## config.mk

```make
export PLATFORM = sky130hd
export DESIGN_NAME = direct_mapped_icache
export DESIGN_NICKNAME = d
export VERILOG_FILES = /design/src/rtl/direct_mapped_icache.sv
export SDC_FILE = /design/constraint.sdc
export NUM_CORES = 2
export LEC_CHECK = 0
export BUFFER_PORTS_ARGS = -buffer_cell sky130_fd_sc_hd__clkbuf_2
export CORE_MARGIN = 4
export CORE_UTILIZATION = 45
export CTS_CLUSTER_DIAMETER = 150
export DETAILED_ROUTE_END_ITERATION = 8
export PLACE_DENSITY_LB_ADDON = 0.15
export SLEW_MARGIN = 10
export SYNTH_ARGS = -nofsm -noshare
export SYNTH_HDL_FRONTEND = slang
export SYNTH_SLANG_ARGS = --single-unit
```

## constraint.sdc

```tcl
create_clock -name clk_in -period 6.15 [get_ports clk_in]
set_input_delay 0.3075 -clock clk_in [delete_from_list [all_inputs] [get_ports clk_in]]
set_output_delay 0.3075 -clock clk_in [all_outputs]
set_load 0.005 [all_outputs]
```

## src/rtl/direct_mapped_icache.sv

```systemverilog
// direct_mapped_icache
//   Direct-mapped instruction cache, one 32-bit word per line, sitting in
//   front of the fetch unit. Lookup is combinational on the PC latched last
//   cycle (cur_pc). A miss starts a byte-serial fill from the memory
//   controller. The four bytes are assembled little-endian and installed
//   into the line.
//
//   Optional feature (define ICACHE_FILL_FORWARD_EN): critical-word bypass.
//   In the cycle the fourth byte arrives, if cur_pc is in the line being
//   filled, the word is presented to fetch directly from the fill buffer.
//
// Ports
//   clk_in     : clock, all state on the rising edge
//   rst_in     : synchronous active-high reset
//   req_pc     : fetch address for the next cycle (bits [1:0] ignored)
//   inst_out   : instruction for cur_pc
//   valid_out  : inst_out is valid this cycle
//   mem_byte   : byte returned by the memory controller
//   mem_valid  : mem_byte is valid this cycle
//   miss_req   : a fill is in progress and a byte is requested
//   miss_addr  : byte address being requested
module direct_mapped_icache #(
  parameter int INDEX_BITS = 6
) (
  input  logic        clk_in,
  input  logic        rst_in,
  input  logic [31:0] req_pc,
  output logic [31:0] inst_out,
  output logic        valid_out,
  input  logic [7:0]  mem_byte,
  input  logic        mem_valid,
  output logic        miss_req,
  output logic [31:0] miss_addr
);

  localparam int LINES = 1 << INDEX_BITS;
  localparam int TAG_W = 30 - INDEX_BITS;

  typedef enum logic {IDLE, FILL} state_t;

  state_t                state_q, state_d;
  logic [1:0]            cnt_q, cnt_d;
  logic [31:0]           cur_pc_q, cur_pc_d;
  logic [31:0]           fill_addr_q, fill_addr_d;
  logic [23:0]           buf_q, buf_d;
  logic [LINES-1:0]      valid_q, valid_d;
  logic [TAG_W-1:0]      tag_q  [LINES];
  logic [31:0]           data_q [LINES];

  logic [INDEX_BITS-1:0] cur_idx, fill_idx;
  logic [TAG_W-1:0]      cur_tag, fill_tag;
  logic                  hit;
  logic                  fill_done;
  logic [31:0]           fill_word;
  logic                  unused_bits;

  assign cur_idx     = cur_pc_q[INDEX_BITS+1:2];
  assign cur_tag     = cur_pc_q[31:INDEX_BITS+2];
  assign fill_idx    = fill_addr_q[INDEX_BITS+1:2];
  assign fill_tag    = fill_addr_q[31:INDEX_BITS+2];
  assign hit         = valid_q[cur_idx] && (tag_q[cur_idx] == cur_tag);
  assign fill_word   = {mem_byte, buf_q};
  assign miss_addr   = {fill_addr_q[31:2], cnt_q};
  // Byte offsets never take part in lookup or fill addressing.
  assign unused_bits = ^{cur_pc_q[1:0], fill_addr_q[1:0]};

  always_comb begin
    state_d     = state_q;
    cnt_d       = cnt_q;
    cur_pc_d    = req_pc;
    fill_addr_d = fill_addr_q;
    buf_d       = buf_q;
    valid_d     = valid_q;
    fill_done   = 1'b0;
    miss_req    = 1'b0;
    valid_out   = hit;
    inst_out    = data_q[cur_idx];

    case (state_q)
      IDLE: begin
        if (!hit) begin
          fill_addr_d = {cur_pc_q[31:2], 2'b00};
          cnt_d       = 2'd0;
          state_d     = FILL;
        end
      end
      FILL: begin
        // Lookup keeps running on cur_pc, so a hit under the miss is served.
        miss_req = 1'b1;
        if (mem_valid) begin
          cnt_d = cnt_q + 2'd1;
          case (cnt_q)
            2'd0: buf_d[7:0]   = mem_byte;
            2'd1: buf_d[15:8]  = mem_byte;
            2'd2: buf_d[23:16] = mem_byte;
            default: begin
              fill_done         = 1'b1;
              valid_d[fill_idx] = 1'b1;
              state_d           = IDLE;
`ifdef ICACHE_FILL_FORWARD_EN
              if (cur_pc_q[31:2] == fill_addr_q[31:2]) begin
                valid_out = 1'b1;
                inst_out  = fill_word;
              end
`endif
            end
          endcase
        end
      end
      default: state_d = IDLE;
    endcase
  end

  always_ff @(posedge clk_in) begin
    if (rst_in) begin
      state_q     <= IDLE;
      cnt_q       <= 2'd0;
      cur_pc_q    <= 32'h0;
      fill_addr_q <= 32'h0;
      valid_q     <= '0;
    end else begin
      state_q     <= state_d;
      cnt_q       <= cnt_d;
      cur_pc_q    <= cur_pc_d;
      fill_addr_q <= fill_addr_d;
      valid_q     <= valid_d;
    end
  end

  // Line payload and fill buffer are not reset; the valid bits gate them.
  // A reset in the completing cycle discards the line.
  always_ff @(posedge clk_in) begin
    buf_q <= buf_d;
    if (fill_done && !rst_in) begin
      tag_q[fill_idx]  <= fill_tag;
      data_q[fill_idx] <= fill_word;
    end
  end

endmodule

```

==> flow_metrics.tcl <==
set metrics [dict create \
    seqCellArea_um2 111000 \
    ys_seq_area_share_pct 77.5 \
    syn-num-nets 6356 \
    drv_cap 0 \
    switching_share_pct 21.1 \
    clk_pin_slew_ns 0.06 \
    cp_max_fo 19 \
    seq_power_share_pct 52.5 \
    finalCritPeriodShare_pct 98.9 \
    start_util_pct 45.3 \
    fin_util_pct 51.9 \
    fin_nets 6875 \
    cp.arrival_ns 5.77 \
    reg2reg_depth 15 \
    place_ws_ns 0.417 \
    synth_seq_cells 3735 \
    dp.cells 10500 \
    power_density_nw_per_um2 324 \
    path_class "flip-flop to primary output" \
    hp-class "input pin to flip-flop" \
    drt_iter0_drc 10500 \
    rows 206 \
    synthCells 6309 \
    dieArea_um2 327000 \
    syn_to_final_growth_pct 14.6 \
    stdcell_count 11300 \
    dp_hpwl_um 223000 \
    clk_latency_ns 0.95 \
    grt_overflow 0 \
    ys.flop_type "edfxtp_1" \
    synth_warnings 0 \
    drc 0 \
    dpl_cell_area_um2 151000 \
    drt-pass1-iter-count 6 \
    fin_skew_ns 0.0485 \
    layout-drive-gt1-share_pct 28.8 \
    multi_input_area_um2 30500 \
    vdd.ir_drop.worst_mv 0.275 \
    dr_total_vias 71700 \
    grt_start_max_net_pins 130 \
    grt_pass1_wl_um 592000 \
    fillers 24400 \
    cts_tree "built" \
    ant_nets 0 \
    portBuffers 106 \
    htreeDepth 5 \
    synthArstFlopShare_pct 0 \
    dieWidth_um 572 \
    setup_slack_ns 0.0698 \
    syn_area_per_cell_um2 22.7 \
    holdWs_ns 0.0499 \
    hold_viol 0 \
    switchingPower_mw 11.2 \
    combPwrFrac_pct 4.2 \
    clockBufferDepth 4 \
    synth-edff-count 3608 \
    ys_types 85 \
    leakagePower_nw 50.8 \
    internal-power_mw 41.9 \
    cp-end-kind "primary output" \
    cts.sinks 3735 \
    vias_per_cell 6.34 \
    routed_wl_um 433000 \
    antenna_found_initial 11 \
    fin_total_pwr_mw 53.0 \
    relSlewSlack_pct 11.1 \
    final_max_slew_viol_count 0 \
    finalSetupTns_ns 0 \
    clkPwrFrac_pct 43.3 \
    die_h_um 572 \
    critPathLaunchType "flip-flop" \
    io_pins 109 \
    finalSetupViolCount 0 \
    fp.coreArea_um2 316000 \
    cts_buffers 388 \
    hold_path_depth 2 \
    clock.fmax_mhz 164 \
    tightest_slew_ns 1.33 \
    grt_pass1_vias 71600 \
    place.gp.congestion 0.812 \
    rsz0062_at_grt "false" \
    crit_required_ns 5.84 \
    status "complete, no violations" \
    syn_area_um2 143000 \
    final_area_um2 164000 \
    grt_usage_pct 26.3 \
    drt-wirelength-per-cell_um 38.3 \
    clk_root_buffer_cell "clkbuf_16" \
    period_needed_ns 6.08 \
]
[power groups by stage]
stage	Combinational, mW	Sequential, mW	Clock, mW
floorplan	1.35	28.4	0
global placement	2.17	28.4	0
detailed placement	2.18	28.4	0
CTS	2.25	27.8	23.3
global route	2.35	27.8	24.4
finish	2.23	27.8	23.0
[area by class of cell]
class	instances	share of cell area, %
well taps	4160	3.18
multi-input cells	2133	18.6
flip-flops and latches	3735	67.7
inverters	80	0.186
clock buffers	489	6.28
repair buffers	490	2.78
diodes	2	0.00305
clock inverters	213	1.24
[final timing paths]
kind / startpoint / to / slack [ns]
worst max-delay path: cur_pc_q[3] / valid_out / 0.07
worst min-delay path: mem_byte[4] / data_q[38][28] / 0.05
worst max register to register: cur_pc_q[2] / cnt_q[1] / 0.47
worst min register to register: valid_q[26] / valid_q[26] / 0.47
[worst max-delay path: stages (launching register included)]
cell,delay (ns)
dfxtp_4,0.72
buf_4,0.34
buf_4,0.32
mux4_2,0.35
nand2_1,0.09
nand4_1,0.18
nor3b_1,0.65
buf_4,0.28
a21oi_1,0.09
or3b_1,0.44
or4_1,0.60
nor3_4,0.47
clkbuf_2,0.20
[placed cells by master (no fill, tap or decap), drive strengths merged, types with 65 or more instances in the layout]
master          n
nor2           98
mux2i         198
nand3          79
mux4          979
buf           321
clkbuf        593
nand2         108
clkinv        159
dlygate4sd3    65
o22ai          93
a22oi          78
nor2b          70
dfxtp         127
inv            92
edfxtp       3608
[state kept, by name (all words and copies together), names as in the netlist]
| signal | cells |
|---|---|
| tag_q | 1536 |
| buf_q | 24 |
| valid_q | 64 |
| cnt_q | 2 |
| state_q | 1 |
| cur_pc_q | 30 |
| fill_addr_q | 30 |
| data_q | 2048 |
[cell families (layout without fill, tap and decap cells)]
group                    after synthesis  after routing  share of synthesized area [%]
flip-flops                          3735           3735                           77.5
multiplexers                        1200           1200                           17.0
AND/OR/NAND/NOR                      522            522                           1.96
buffers and inverters                441           1272                           1.47
AO/OA/AOI/OAI                        394            394                           1.87
XOR/XNOR                              13             13                         0.0796
adder cells (fa/ha/maj)                4              4                         0.0350
other                                  0              2                              0
[cell usage after synthesis, types with 10 or more instances]
master       n  area (um2)
inv_1       76         285
a22oi_1     78         586
clkbuf_1   160         601
and3_1      12        75.1
nand3_1     79         395
a31oi_1     20         125
o21ai_0     49         245
mux4_1      19         499
nand3b_1    28         210
or3_1       10        62.6
nand4_1     24         150
a21oi_1     48         240
nor2b_1     70         438
nand2_1    107         402
buf_4       20         150
a211oi_1    13        97.6
mux2_2      23         259
nand2b_1    13        81.3
a22o_1      12         105
mux4_2     960       21600
nor3_1      14        70.1
buf_6       17         191
nor2_1      97         364
mux2i_1    198        1980
o22ai_1     93         582
buf_2      117         586
edfxtp_1  3608      108000
o41ai_1     10        87.6
nor4_1      11        68.8
buf_1       38         143
dfxtp_1    127        2540
[per-layer routing]
| layer | vias to the layer above | track usage [%] | wire length (um) |
|---|---|---|---|
| li1 | 27900 | - | - |
| met1 | 39400 | 37.6 | 173000 |
| met2 | 3663 | 42.4 | 209000 |
| met3 | 696 | 3.83 | 35900 |
| met4 | 0 | 8.20 | 14900 |
| met5 | - | 0 | 0 |
[what timing repair did]
| item | CTS | global route |
|---|---|---|
| hold buffers | 65 | 0 |
| hold endpoints to repair | 70 | 0 |
| buffers inserted | 7 | 0 |
| gates resized for setup | 1 | 0 |
| endpoints found under the setup margin | 4 | 0 |
Power figures use the tool's default switching activity.
